**src/rtl/conv_rr_sched_if.sv**
```systemverilog
// conv_rr_sched bus bundle: requester streams,
// shared conv engine ports and tagged result stream.
interface conv_rr_sched_if #(
  parameter int N  = 2,
  parameter int W  = 11,
  parameter int IW = (N > 1) ? $clog2(N) : 1
);
  logic [N*W-1:0] s_data;
  logic [N-1:0]   s_valid;
  logic [N-1:0]   s_ready;
  logic [W-1:0]   e_x_data;
  logic           e_x_valid;
  logic           e_x_ready;
  logic [W-1:0]   e_y_data;
  logic           e_y_valid;
  logic           e_y_ready;
  logic [W-1:0]   m_data;
  logic           m_valid;
  logic           m_ready;
  logic [IW-1:0]  m_id;
  logic           busy;
  logic           job_done;

  modport master (
    input  s_data,
    input  s_valid,
    output s_ready,
    output e_x_data,
    output e_x_valid,
    input  e_x_ready,
    input  e_y_data,
    input  e_y_valid,
    output e_y_ready,
    output m_data,
    output m_valid,
    input  m_ready,
    output m_id,
    output busy,
    output job_done
  );

  modport slave (
    output s_data,
    output s_valid,
    input  s_ready,
    input  e_x_data,
    input  e_x_valid,
    output e_x_ready,
    output e_y_data,
    output e_y_valid,
    input  e_y_ready,
    input  m_data,
    input  m_valid,
    output m_ready,
    input  m_id,
    input  busy,
    input  job_done
  );
endinterface

```
**src/rtl/conv_rr_sched.sv**
```systemverilog
// Round-robin job scheduler sharing one conv engine
// between N requesters; one whole job per grant.
module conv_rr_sched #(
  parameter int N = 2,
  parameter int X = 30,
  parameter int F = 9,
  parameter int W = 11
) (
  input logic            clk,
  input logic            reset,
  conv_rr_sched_if.master bus
);
  localparam int R  = X - F + 1;
  localparam int PW = (N > 1) ? $clog2(N) : 1;
  localparam int XW = (X > 1) ? $clog2(X) : 1;
  localparam int RW = (R > 1) ? $clog2(R) : 1;

  localparam logic [XW-1:0] X_LAST = XW'(X - 1);
  localparam logic [RW-1:0] R_LAST = RW'(R - 1);
  localparam logic [PW-1:0] G_LAST = PW'(N - 1);
  localparam logic [PW:0]   N_V    = (PW+1)'(N);

  typedef enum logic [1:0] {
    S_IDLE,
    S_LOAD,
    S_DRAIN
  } state_t;

  state_t          r_state;
  logic [PW-1:0]   r_ptr;
  logic [PW-1:0]   r_grant;
  logic [XW-1:0]   r_in_cnt;
  logic [RW-1:0]   r_out_cnt;
  logic            r_job_done;

  logic            w_load;
  logic            w_drain;
  logic [W-1:0]    w_sd [N];
  logic            w_gvalid;
  logic [N-1:0]    w_rot;
  logic [PW-1:0]   w_off;
  logic            w_any;
  logic [PW:0]     w_sum;
  logic [PW-1:0]   w_pick;
  logic [PW-1:0]   w_next_ptr;
  logic [N-1:0]    w_s_ready;
  logic            w_xhs;
  logic            w_yhs;

  assign w_load  = (r_state == S_LOAD);
  assign w_drain = (r_state == S_DRAIN);

  for (genvar g = 0; g < N; g++) begin : g_split
    assign w_sd[g] = bus.s_data[g*W +: W];
  end

  assign w_gvalid = bus.s_valid[r_grant];

  // Rotate so bit 0 is the requester at ptr,
  // then the lowest set bit is the winner.
  assign w_rot = N'({bus.s_valid, bus.s_valid} >> r_ptr);

  always_comb begin
    w_any = 1'b0;
    w_off = '0;
    for (int k = N - 1; k >= 0; k--) begin
      if (w_rot[k]) begin
        w_any = 1'b1;
        w_off = PW'(k);
      end
    end
  end

  assign w_sum  = {1'b0, r_ptr} + {1'b0, w_off};
  assign w_pick = (w_sum >= N_V) ? PW'(w_sum - N_V)
                                 : PW'(w_sum);

  assign w_next_ptr = (r_grant == G_LAST) ? '0
                                          : r_grant + 1'b1;

  always_comb begin
    w_s_ready = '0;
    if (w_load) w_s_ready[r_grant] = bus.e_x_ready;
  end

  assign w_xhs = w_load & w_gvalid & bus.e_x_ready;
  assign w_yhs = w_drain & bus.e_y_valid & bus.m_ready;

  assign bus.s_ready   = w_s_ready;
  assign bus.e_x_data  = w_load ? w_sd[r_grant] : '0;
  assign bus.e_x_valid = w_load & w_gvalid;
  assign bus.e_y_ready = w_drain & bus.m_ready;
  assign bus.m_data    = w_drain ? bus.e_y_data : '0;
  assign bus.m_valid   = w_drain & bus.e_y_valid;
  assign bus.m_id      = r_grant;
  assign bus.busy      = (r_state != S_IDLE);
  assign bus.job_done  = r_job_done;

  always_ff @(posedge clk or negedge reset) begin
    if (!reset) begin
      r_state    <= S_IDLE;
      r_ptr      <= '0;
      r_grant    <= '0;
      r_in_cnt   <= '0;
      r_out_cnt  <= '0;
      r_job_done <= 1'b0;
    end else begin
      r_job_done <= 1'b0;
      unique case (r_state)
        S_IDLE: begin
          if (w_any) begin
            r_grant <= w_pick;
            r_state <= S_LOAD;
          end
        end
        S_LOAD: begin
          if (w_xhs) begin
            if (r_in_cnt == X_LAST) begin
              r_in_cnt <= '0;
              r_state  <= S_DRAIN;
            end else begin
              r_in_cnt <= r_in_cnt + 1'b1;
            end
          end
        end
        S_DRAIN: begin
          if (w_yhs) begin
            if (r_out_cnt == R_LAST) begin
              r_out_cnt  <= '0;
              r_ptr      <= w_next_ptr;
              r_job_done <= 1'b1;
              r_state    <= S_IDLE;
            end else begin
              r_out_cnt <= r_out_cnt + 1'b1;
            end
          end
        end
        default: r_state <= S_IDLE;
      endcase
    end
  end
endmodule

```
**src/flat_wrapper.sv**
```systemverilog
// flat-port wrapper written by rule: the top's interface ports become plain ports
module conv_rr_sched_flat 
#(
  parameter int N = 2,
  parameter int X = 30,
  parameter int F = 9,
  parameter int W = 11
)
  (clk, reset, bus_s_data, bus_s_valid, bus_s_ready, bus_e_x_data, bus_e_x_valid, bus_e_x_ready, bus_e_y_data, bus_e_y_valid, bus_e_y_ready, bus_m_data, bus_m_valid, bus_m_ready, bus_m_id, bus_busy, bus_job_done);
  conv_rr_sched_if #(.N(N), .W(W)) bus_i ();
  input logic clk;
  input logic reset;
  input wire logic [$bits(bus_i.s_data)-1:0] bus_s_data;
  input wire logic [$bits(bus_i.s_valid)-1:0] bus_s_valid;
  output wire logic [$bits(bus_i.s_ready)-1:0] bus_s_ready;
  output wire logic [$bits(bus_i.e_x_data)-1:0] bus_e_x_data;
  output wire logic [$bits(bus_i.e_x_valid)-1:0] bus_e_x_valid;
  input wire logic [$bits(bus_i.e_x_ready)-1:0] bus_e_x_ready;
  input wire logic [$bits(bus_i.e_y_data)-1:0] bus_e_y_data;
  input wire logic [$bits(bus_i.e_y_valid)-1:0] bus_e_y_valid;
  output wire logic [$bits(bus_i.e_y_ready)-1:0] bus_e_y_ready;
  output wire logic [$bits(bus_i.m_data)-1:0] bus_m_data;
  output wire logic [$bits(bus_i.m_valid)-1:0] bus_m_valid;
  input wire logic [$bits(bus_i.m_ready)-1:0] bus_m_ready;
  output wire logic [$bits(bus_i.m_id)-1:0] bus_m_id;
  output wire logic [$bits(bus_i.busy)-1:0] bus_busy;
  output wire logic [$bits(bus_i.job_done)-1:0] bus_job_done;
  assign bus_i.s_data = bus_s_data;
  assign bus_i.s_valid = bus_s_valid;
  assign bus_s_ready = bus_i.s_ready;
  assign bus_e_x_data = bus_i.e_x_data;
  assign bus_e_x_valid = bus_i.e_x_valid;
  assign bus_i.e_x_ready = bus_e_x_ready;
  assign bus_i.e_y_data = bus_e_y_data;
  assign bus_i.e_y_valid = bus_e_y_valid;
  assign bus_e_y_ready = bus_i.e_y_ready;
  assign bus_m_data = bus_i.m_data;
  assign bus_m_valid = bus_i.m_valid;
  assign bus_i.m_ready = bus_m_ready;
  assign bus_m_id = bus_i.m_id;
  assign bus_busy = bus_i.busy;
  assign bus_job_done = bus_i.job_done;
  conv_rr_sched #(.N(N), .X(X), .F(F), .W(W)) u_core (.clk(clk), .reset(reset), .bus(bus_i));
endmodule
```
**config.mk**
```make
export PLATFORM = sky130hd
export DESIGN_NAME = conv_rr_sched_flat
export DESIGN_NICKNAME = d
export VERILOG_FILES = /design/src/rtl/conv_rr_sched_if.sv /design/src/rtl/conv_rr_sched.sv /design/src/flat_wrapper.sv
export SDC_FILE = /design/constraint.sdc
export NUM_CORES = 1
export LEC_CHECK = 0
export ABC_AREA = 1
export BUFFER_PORTS_ARGS = -buffer_cell sky130_fd_sc_hd__clkbuf_2
export CORE_MARGIN = 4
export CORE_UTILIZATION = 42
export DETAILED_ROUTE_END_ITERATION = 12
export HOLD_SLACK_MARGIN = 0.12
export PLACE_DENSITY_LB_ADDON = 0.05
export SLEW_MARGIN = 10
export SYNTH_ARGS = -nofsm -noshare
export SYNTH_HDL_FRONTEND = slang
export SYNTH_SLANG_ARGS = --single-unit
```
**constraint.sdc**
```tcl
create_clock -name clk -period 1.7 [get_ports clk]
set_input_delay 0.34 -clock clk [delete_from_list [all_inputs] [get_ports clk]]
set_output_delay 0.34 -clock clk [all_outputs]
set_load 0.1 [all_outputs]
```
==> flow_summary_export.csv, run 1 <==
group,metric,value,unit
setup_path,worstSetupStartpointType,"flop",
worst_hold_path,hold_path.class,"in -> reg",
floorplan,rows,18,
route,vias,1572,
setup_path,crit_top_cell,"buf_12",
global_route,grt_pass1_vias,1469,
timing,fmax,526,MHz
timing,setup_viol,29,
cells_and_area,fin_area,0.00239,sq mm
setup_path,worstPathArrival,1.56,ns
route,drc,0,
floorplan,die_w,58.8,microns
setup_path,criticalPathCategory,"reg -> out",
clocking,cts_max_level,1,
route,drt-total-wl,5.51,mm
cells_and_area,final_cell_mix,"40 x clkbuf_2, 31 x buf_12, 25 x nand2_1",
floorplan,top_level_ports,70,
job,max-cap-violations,0,
route,wl_per_cell,20.5,microns
place,place_area,0.00214,sq mm
clocking,clkTransAtPathRegs,0.13,ns
synthesis,netlist_instances,161,
clocking,cts_tree,"yes",
setup_path,path_cells,"inv_2 > nand2_2 > buf_12 > nor3_4 > buf_12",
clocking,cts_root_buffer,"clkbuf_4",
floorplan,floorplan.initialDensity,43.8,%
synthesis,ys_ff_latch,15,
cells_and_area,diodes,0,
cells_and_area,area_growth,120,%
timing,period_share,112,%
power_and_ir_drop,leakagePower,1.15,nW
global_route,grt_pass1_wl,6.51,mm
synthesis,yosysUniqueCellTypes,26,
timing,rsz0062_at_grt,"yes",
clocking,cts-buffers-inserted,3,
synthesis,yosysTopAreaCellShare,34.6,%
setup_path,critical_path.max_fanout,16,
place,place_ws,0.128,ns
timing,tns,-3.17,ns
setup_path,slowest_delay,0.42,ns
global_route,antenna_found_initial,0,
place,numPortBuffers,69,
timing,worst_slew_pin_slew,0.540,ns
global_route,track_usage,24.9,%
setup_path,cp.required,1.36,ns
route,drt_iter0_markers,84,
setup_path,worstSetupEndpointType,"output pin",
cells_and_area,n_fill_cell,48,
synthesis,ys_top_cells_by_area,"dfrtp_1 35%, nand2_1 13%, inv_1 9.0%, nor2_1 6.6%, a21oi_1 6.5%",
timing,skew,0.0322,ns
cells_and_area,layout-drive-gt1-share,56.9,%
global_route,grt-ovfl-total,0,
timing,period_needed,1.90,ns
floorplan,fp.coreArea,0.00248,sq mm
synthesis,syn_nets,205,
synthesis,synth_area_leader_cell,"dfrtp_1",
synthesis,syn_area,0.00108,sq mm
floorplan,dieArea,0.00346,sq mm
route,ant_nets,0,
global_route,grt_max_degree,17,
synthesis,seq_area_frac_synth,34.6,%
run_status,violations,"setup timing",
clocking,clk_latency,0.32,ns
clocking,cts_max_path_buffers,2,
power_and_ir_drop,total_power,3.69,mW
timing,hold_viol,0,
place,place_hpwl,2.98,mm
synthesis,synth_area_per_cell,6.74,sq um
timing,setup_ws,-0.202,ns
clocking,clock_sinks,15,
cells_and_area,nets,284,
route,first_pass_iters,4,
floorplan,fp.dieH,58.8,microns
cells_and_area,layout_commonest_cell,"clkbuf_2",
timing,max_slew_margin,64.1,%
power_and_ir_drop,power_density,1550,mW/mm^2
run_status,outcome,"finished, violations left",
synthesis,yosysWarnings,0,
timing,slew_viol_final,0,
setup_path,slowest_stage,"dfrtp_1",
place,gp_routability_congestion,0.679,
route,via_per_inst,5.84,
power_and_ir_drop,peakVddDrop,2.10,mV
[layer usage]
| metal | share of wire, % | wire length [microns] | vias up | global-route usage, % |
|---|---|---|---|---|
| met4 | 4.3 | 239 | 0 | 8.09 |
| li1 | - | - | 663 | - |
| met5 | 0 | 0 | - | 0 |
| met2 | 53 | 2900 | 129 | 47.8 |
| met3 | 12 | 640 | 28 | 7.02 |
| met1 | 31 | 1730 | 752 | 25.3 |
[synth_stat cells]
cell type / instances
ha_1: 4
nand4_1: 4
buf_2: 2
or2_2: 1
nor2_1: 19
inv_1: 26
buf_6: 2
o22ai_1: 2
nand3_2: 1
xor2_1: 2
dfrtp_1: 15
inv_2: 2
and3_1: 1
clkbuf_1: 1
a21oi_1: 14
nand2_2: 1
nor3_2: 1
o31ai_1: 2
nand2_1: 38
xnor2_1: 2
nor3_1: 3
nand3_1: 6
buf_4: 1
o21ai_0: 9
buf_1: 1
nor2_2: 1
[path summary, 6_finish.rpt]
kind	from	to	cells after the start	slack [ns]
min reg2reg	u_core.r_ptr$_DFFE_PN0P_	u_core.r_ptr$_DFFE_PN0P_	2	0.57
min	bus_s_valid[1]	u_core.bus.m_id$_DFFE_PN0P_	3	0.40
max reg2reg	u_core.r_state[0]$_DFFE_PN0P_	u_core.r_state[1]$_DFFE_PN0P_	9	-0.02
min in group asynchronous	reset	u_core.r_out_cnt[4]$_DFFE_PN0P_	2	0.46
max in group asynchronous	reset	u_core.r_state[0]$_DFFE_PN0P_	2	0.88
max	u_core.r_state[1]$_DFFE_PN0P_	bus_s_ready[0]	5	-0.20
[repair_timing]
action,CTS,global route
resized for setup,5,27
setup endpoints to repair,26,29
setup buffers,5,0
hold buffers,1,0
pin swaps,1,9
cloned,0,3
endpoints found under the hold margin,15,0
[power by group]
| part | leakage (nW) | internal (mW) | switching [mW] |
|---|---|---|---|
| clock | 0.0177 | 0.0880 | 0.148 |
| combinational | 0.957 | 1.06 | 1.83 |
| sequential | 0.180 | 0.433 | 0.140 |
| total | 1.15 | 1.58 | 2.11 |
[sequential cells by signal, summed over array words and instances, names as in the netlist]
| name | count |
|---|---|
| u_core.bus.job_done | 1 |
| u_core.bus.m_id | 1 |
| u_core.r_in_cnt | 5 |
| u_core.r_out_cnt | 5 |
| u_core.r_ptr | 1 |
| u_core.r_state | 2 |
[area by class of cell]
cell class | count | area [sq um] | area share [%]
flip-flops and latches | 15 | 380 | 15.9
inverters | 28 | 118 | 4.92
repair buffers | 80 | 941 | 39.4
clock inverters | 1 | 5.00 | 0.209
multi-input cells | 111 | 877 | 36.7
well taps | 30 | 37.5 | 1.57
clock buffers | 3 | 22.5 | 0.942
repair inverters | 1 | 8.76 | 0.366
[through the flow]
step / cells / utilization (%) / hold slack (ns)
3_3_place_gp: 256 / 86.6 / 0.259
2_1_floorplan: 161 / - / 0.0444
6_report: 269 / 96.5 / 0.404
3_5_place_dp: 256 / 86.6 / 0.266
5_1_grt: 269 / 96.5 / 0.455
4_1_cts: 266 / 90.6 / 0.336
[critical path: cells and delay by family, from the launching register on]
kind | cells | cell delay [ns]
flip-flops | 1 | 0.42
buffers and inverters | 3 | 0.52
AND/OR/NAND/NOR | 2 | 0.28
[cells by family after synthesis]
group | after synthesis | synth area share, %
flops | 15 | 34.6
simple gates | 76 | 30.3
xor+xnor | 4 | 3.23
fa+ha+maj | 4 | 4.61
compound gates | 27 | 13.1
buf+inv | 35 | 14.1
Note: power is estimated with default switching activity, not from simulation.
==> inputs of run 2 (changes only) <==
--- a/config.mk
+++ b/config.mk
@@ -6,10 +6,10 @@
 export NUM_CORES = 1
 export LEC_CHECK = 0
 export ABC_AREA = 1
-export BUFFER_PORTS_ARGS = -buffer_cell sky130_fd_sc_hd__clkbuf_2
 export CORE_MARGIN = 4
-export CORE_UTILIZATION = 42
+export CORE_UTILIZATION = 60
 export DETAILED_ROUTE_END_ITERATION = 12
+export DONT_BUFFER_PORTS = 1
 export HOLD_SLACK_MARGIN = 0.12
 export PLACE_DENSITY_LB_ADDON = 0.05
 export SLEW_MARGIN = 10
==> run 2 against run 1 <==
  * The flow now stops in detailed placement (3_5_place_dp)
  * Synthesized cell count is the same
  * Area after synthesis is the same
==> flow_summary_export.csv, run 2 <==
group,metric,value,unit
synthesis,seq_area_frac_synth,34.6,%
place,numPortBuffers,0,
synthesis,synth_fa_ha_area_share,4.61,%
floorplan,rows,15,
synthesis,ys_ff_latch,15,
synthesis,synth-simple-area-share,30.3,%
synthesis,yosysUniqueCellTypes,26,
floorplan,top_level_ports,70,
synthesis,synth_common_cells,"38 x nand2_1, 26 x inv_1, 19 x nor2_1",
synthesis,synth_compound_area_share,13.1,%
synthesis,netlist_instances,161,
floorplan,fp.dieH,50.5,microns
floorplan,floorplan.initialDensity,62.8,%
run_status,lastStage,"detailed placement (3_5_place_dp)",
synthesis,synth_area_per_cell,6.74,sq um
synthesis,yosysTopAreaCellShare,34.6,%
synthesis,ys_top_cells_by_area,"dfrtp_1 35%, nand2_1 13%, inv_1 9.0%, nor2_1 6.6%, a21oi_1 6.5%",
synthesis,synth_edf_count,0,
synthesis,synth_area_leader_cell,"dfrtp_1",
synthesis,synth_most_common_cell,"nand2_1",
synthesis,syn_nets,205,
synthesis,async_reset_ff_share,100,%
synthesis,synthXorXnorAreaFrac,3.23,%
run_status,outcome,"stopped before the end",
floorplan,die_w,50.5,microns
place,gp_routability_congestion,0.789,
synthesis,synth_top_family_by_area,"simple AND/OR/NAND/NOR gates",
synthesis,yosys_most_used_dff,"dfrtp_1",
synthesis,synthMuxAreaShare,0,%
run_status,error,"[ERROR DPL-0038] Utilization greater than 100%, impossible to legalize",
synthesis,yosysWarnings,0,
synthesis,syn_area,0.00108,sq mm
[run 2: cell counts after synthesis]
Identical to the previous run, type by type.
[run 2: cells by family after synthesis]
group | count (synthesis)
AO/OA/AOI/OAI | 27
XOR/XNOR | 4
adder cells (fa/ha/maj) | 4
flip-flops | 15
AND/OR/NAND/NOR | 76
buffers and inverters | 35
[run 2: metrics by stage]
step / worst slack, ns / hold WS, ns / setup TNS (ns) / cells / instance area, sq um
3_3_place_gp: 0.211 / 0.0447 / 0 / 214 / 1940
2_1_floorplan: -0.378 / 0.0444 / -3.63 / 161 / 1360
==> inputs of run 3 (changes only) <==
--- a/config.mk
+++ b/config.mk
@@ -6,12 +6,11 @@
 export NUM_CORES = 1
 export LEC_CHECK = 0
 export ABC_AREA = 1
-export CORE_MARGIN = 4
-export CORE_UTILIZATION = 60
+export CORE_AREA = 4 4 65 67
 export DETAILED_ROUTE_END_ITERATION = 12
+export DIE_AREA = 0 0 69 71
 export DONT_BUFFER_PORTS = 1
-export HOLD_SLACK_MARGIN = 0.12
-export PLACE_DENSITY_LB_ADDON = 0.05
+export PLACE_DENSITY_LB_ADDON = 0.15
 export SLEW_MARGIN = 10
 export SYNTH_ARGS = -nofsm -noshare
 export SYNTH_HDL_FRONTEND = slang
==> run 3 against run 2 <==
  * The flow now finishes, with violations (setup timing)
==> flow_summary_export.csv, run 3 (same netlist as run 1, synthesis figures left out) <==
group,metric,value,unit
run_status,outcome,"finished, violations left",
run_status,violations,"setup timing",
power_and_ir_drop,p_comb_share,75.8,%
timing,period_needed,1.71,ns
floorplan,floorplan.initialDensity,29.9,%
place,place_area,0.00194,sq mm
cells_and_area,multi_input_area,852,sq um
cells_and_area,area_growth,99.1,%
global_route,grt_pass1_wl,5.24,mm
place,place_ws,0.170,ns
setup_path,criticalPathCategory,"reg -> out",
clocking,clkTransAtPathRegs,0.07,ns
setup_path,r2r_start,"u_core.bus.m_id$_DFFE_PN0P_",
power_and_ir_drop,p_int,1.54,mW
timing,worst_slew_pin_slew,0.677,ns
cells_and_area,largestRegisters,"u_core.r_in_cnt (5), u_core.r_out_cnt (5), u_core.r_state (2)",
clocking,clk_latency,0.25,ns
timing,fmax,583,MHz
power_and_ir_drop,switching_share,55.9,%
clocking,cts_max_level,1,
timing,period_share,101,%
route,ant_nets,0,
floorplan,die_w,69,microns
cells_and_area,layout-drive-gt1-share,45.0,%
clocking,cts-buffers-inserted,3,
route,first_pass_iters,4,
floorplan,top_level_ports,70,
power_and_ir_drop,leakagePower,0.967,nW
clocking,cts_root_buffer,"clkbuf_8",
cells_and_area,diodes,0,
power_and_ir_drop,p_clk_share,8.3,%
route,vias,1176,
setup_path,setup.worst_path.start,"u_core.bus.m_id$_DFFE_PN0P_",
timing,rsz0062_at_grt,"yes",
worst_hold_path,holdCritStartpoint,"bus_s_valid[1]",
route,wl_per_cell,13.3,microns
cells_and_area,area.sequential,380,sq um
job,max-cap-violations,0,
cells_and_area,nets,245,
setup_path,worstSetupStartpointType,"flop",
timing,hold_viol,0,
setup_path,worstPathArrival,1.37,ns
clocking,clock_sinks,15,
setup_path,worstSetupEndpointType,"output pin",
global_route,track_usage,12.9,%
timing,max_slew_margin,54.7,%
cells_and_area,n_fill_cell,320,
power_and_ir_drop,peakVddDrop,1.20,mV
global_route,grt_max_degree,16,
cells_and_area,fin_area,0.00216,sq mm
place,numPortBuffers,0,
floorplan,dieArea,0.00490,sq mm
clocking,cts_tree,"yes",
place,gp_routability_congestion,0.732,
route,drt_iter0_markers,28,
floorplan,fp.dieH,71,microns
worst_hold_path,hold_path.class,"in -> reg",
setup_path,cp.required,1.36,ns
timing,setup_viol,11,
floorplan,fp.coreArea,0.00363,sq mm
global_route,antenna_found_initial,0,
floorplan,rows,22,
timing,setup_ws,-0.0149,ns
timing,hold_ws,0.258,ns
route,via_per_inst,4.74,
global_route,grt-ovfl-total,0,
setup_path,critical_path.max_fanout,6,
route,drc,0,
route,drt-total-wl,3.30,mm
timing,skew,0.00885,ns
place,place_hpwl,2.65,mm
cells_and_area,final_cell_mix,"30 x nand2_1, 29 x buf_12, 25 x inv_1",
cells_and_area,final_util,59.4,%
power_and_ir_drop,p_sw,1.95,mW
cells_and_area,layout_commonest_cell,"nand2_1",
power_and_ir_drop,pwr-share-seq,15.9,%
timing,slew_viol_final,0,
global_route,grt_pass1_vias,1073,
power_and_ir_drop,power_density,1610,mW/mm^2
clocking,cts_max_path_buffers,2,
-- run 3: power by group through the flow --
stage	combinational (mW)	clock (mW)	sequential (mW)
final	2.64	0.289	0.554
after global routing	2.73	0.324	0.565
after floorplan	1.75	0	0.569
after detailed placement	2.47	0	0.557
after CTS	2.61	0.303	0.539
after global placement	2.43	0	0.548
-- run 3: metal layers --
metal / share of wire, % / global-route usage (%)
met1: 41 / 16.3
met2: 52 / 21.5
met3: 6.7 / 4.40
met4: 0.52 / 2.60
met5: 0 / 0
-- run 3: cell type report --
type / count / area share (%)
inverters: 28 / 5.21
clock buffers: 3 / 1.91
repair buffers: 41 / 32.5
flip-flops and latches: 15 / 17.6
multi-input cells: 111 / 39.5
clock inverters: 1 / 0.232
well taps: 48 / 2.78
repair inverters: 1 / 0.290
-- run 3: what timing repair did --
item,in CTS,in global routing
hold buffers,1,0
pin swaps,3,3
endpoints found under the hold margin,15,0
cloned,0,2
setup endpoints to repair,26,26
gates resized for setup,8,16
buffers inserted,4,1
-- run 3: metrics by stage --
step,total power [mW],instances,setup TNS [ns]
2_1_floorplan,2.32,161,-3.63
4_1_cts,3.45,245,-0.0180
6_report,3.49,248,-0.117
5_1_grt,3.62,248,-0.845
3_5_place_dp,3.02,236,0
3_3_place_gp,2.98,236,0
-- run 3: path summary, 6_finish.rpt --
path                                                    to  slack, ns  cells past startpoint
min                            u_core.bus.m_id$_DFFE_PN0P_       0.26                      2
max reg2reg                  u_core.r_state[1]$_DFFE_PN0P_       0.27                      7
min reg2reg                       u_core.r_ptr$_DFFE_PN0P_       0.52                      2
max                                       bus_e_x_data[10]      -0.01                      4
min in group asynchronous  u_core.r_out_cnt[3]$_DFFE_PN0P_       0.56                      1
max in group asynchronous      u_core.bus.m_id$_DFFE_PN0P_       0.64                      1
-- run 3: worst max-delay path: stages (launching register included) --
cell     delay [ns]
dfrtp_4        0.57
inv_4          0.12
nand2_1        0.09
a21oi_4        0.15
buf_12         0.19
==> inputs of run 4 (changes only) <==
==> constraint.sdc (replaced) <==
create_clock -name clk -period 1.8 [get_ports clk]
set_input_delay 0.36 -clock clk [delete_from_list [all_inputs] [get_ports clk]]
set_output_delay 0.36 -clock clk [all_outputs]
set_load 0.1 [all_outputs]
==> run 4 against run 3 <==
  * The flow now finishes without violations
  * Sequential share of layout area is 0.11 points lower
  * Critical path type unchanged
  * Wire length increased by 3.9%
  * Global-route usage rose by 0.41 points
  * Largest power group unchanged
  * Sequential power shrank 3.6%
  * Clock skew shrank 0.0068 ns
  * Die area unchanged
  * Combinational power decreased by 3%
  * Register-to-register slack improved by 0.07 ns
==> flow_summary_export.csv, run 4 (same netlist as run 1, synthesis figures left out) <==
group,metric,value,unit
run_status,outcome,"complete, no violations",
clocking,cts_tree,"yes",
global_route,use_met1,15.8,%
setup_path,worstSetupEndpointType,"output pin",
route,vias,1183,
route,drc,0,
setup_path,critical_path.max_fanout,8,
clocking,clkTransAtPathRegs,0.06,ns
setup_path,worstPathArrival,1.41,ns
clocking,cts_root_buffer,"clkbuf_8",
place,place_hpwl,2.70,mm
cells_and_area,layout_commonest_cell,"buf_12",
global_route,grt-ovfl-total,0,
global_route,grt_pass1_vias,1191,
worst_hold_path,holdCritStartpoint,"bus_s_valid[1]",
floorplan,die_w,69,microns
cells_and_area,final-instance-count-excl-fill,247,
global_route,top_usage_layer,"met2",
route,drt_iter0_markers,40,
timing,skew,0.00200,ns
timing,setup_viol,0,
global_route,antenna_found_initial,0,
floorplan,top_level_ports,70,
clocking,cts_max_level,1,
route,drt-total-wl,3.43,mm
timing,period_needed,1.77,ns
setup_path,setup.worst_path.start,"u_core.bus.m_id$_DFFE_PN0P_",
floorplan,rows,22,
setup_path,worstSetupStartpointType,"flop",
setup_path,criticalPathCategory,"reg -> out",
global_route,grt_use_met3,3.55,%
floorplan,floorplan.initialDensity,29.9,%
timing,slew_viol_final,0,
cells_and_area,area_growth,99.7,%
route,first_pass_iters,4,
floorplan,fp.dieH,71,microns
power_and_ir_drop,peakVddDrop,1.46,mV
clocking,cts-buffers-inserted,3,
setup_path,r2r_start,"u_core.bus.m_id$_DFFE_PN0P_",
timing,period_share,98.3,%
global_route,grt_max_degree,17,
clocking,clk_latency,0.24,ns
timing,rsz0062_at_grt,"yes",
cells_and_area,nets,244,
route,via_per_inst,4.79,
timing,hold_viol,0,
cells_and_area,largestRegisters,"u_core.r_in_cnt (5), u_core.r_out_cnt (5), u_core.r_state (2)",
global_route,track_usage,13.3,%
place,numPortBuffers,0,
timing,worst_slew_pin_slew,0.676,ns
cells_and_area,fin_area,0.00217,sq mm
timing,fmax,565,MHz
cells_and_area,layout-drive-gt1-share,45.2,%
place,dp.cells,235,
setup_path,cp.required,1.44,ns
power_and_ir_drop,leakagePower,0.961,nW
global_route,use_met2,22.7,%
timing,max_slew_margin,54.8,%
route,ant_nets,0,
place,gp_routability_congestion,0.711,
power_and_ir_drop,total_power,3.37,mW
route,wl_per_cell,13.9,microns
place,place_area,0.00199,sq mm
cells_and_area,final_cell_mix,"28 x buf_12, 27 x nand2_1, 26 x inv_1",
worst_hold_path,hold_path.class,"in -> reg",
cells_and_area,diodes,0,
job,max-cap-violations,0,
floorplan,dieArea,0.00490,sq mm
power_and_ir_drop,power_density,1560,mW/mm^2
clocking,cts_max_path_buffers,2,
floorplan,fp.coreArea,0.00363,sq mm
global_route,grt_pass1_wl,5.38,mm
clocking,clock_sinks,15,
-- run 4: repair_timing --
action	CTS	global route
endpoints found under the hold margin	15	0
pin swaps	0	1
resized for setup	1	12
cloned	0	1
setup buffers	5	1
hold buffers	1	0
endpoints found under the setup margin	12	17
-- run 4: worst max-delay path, stage by stage, from the launching register on --
cell	delay (ns)
dfrtp_4	0.58
buf_6	0.17
nor3_4	0.21
buf_12	0.20
-- run 4: worst paths after layout --
kind / end / slack, ns / cells past startpoint
setup / recovery: bus_s_ready[0] / 0.03 / 3
hold / removal: u_core.bus.m_id$_DFFE_PN0P_ / 0.30 / 2
setup reg to reg: u_core.r_state[1]$_DFFE_PN0P_ / 0.34 / 7
hold reg to reg: u_core.r_ptr$_DFFE_PN0P_ / 0.52 / 2
max in group asynchronous: u_core.bus.m_id$_DFFE_PN0P_ / 0.71 / 1
min in group asynchronous: u_core.r_in_cnt[0]$_DFFE_PN0P_ / 0.60 / 1
-- run 4: metrics by stage --
stage	setup TNS, ns	setup slack (ns)	hold slack [ns]	utilization, %
2_1_floorplan	-5.91	-0.407	0.0644	-
3_3_place_gp	0	0.213	0.0651	54.8
3_5_place_dp	0	0.192	0.0652	54.8
4_1_cts	0	0.00496	0.285	57.8
5_1_grt	-0.122	-0.0237	0.307	59.6
6_report	0	0.0307	0.301	59.6
-- run 4: layout make-up --
| cell class | count | area, sq um |
|---|---|---|
| fill | 311 | 1470 |
| multi-input combinational | 111 | 892 |
| tap | 48 | 60.1 |
| sequential | 15 | 379 |
| timing repair inverter | 1 | 11.3 |
| timing repair buffer | 40 | 661 |
| inverter | 28 | 118 |
| clock buffer | 4 | 45.0 |
-- run 4: layer usage --
metal | up-vias | part of all wire [%]
met5 | - | 0
met4 | 0 | 0.85
met3 | 2 | 6.9
met2 | 48 | 52
met1 | 551 | 40
li1 | 582 | -
-- run 4: report_power, final --
group	switching, mW	internal, mW	leakage (nW)
combinational	1.65	0.923	0.757
sequential	0.124	0.409	0.181
clock	0.108	0.156	0.0228
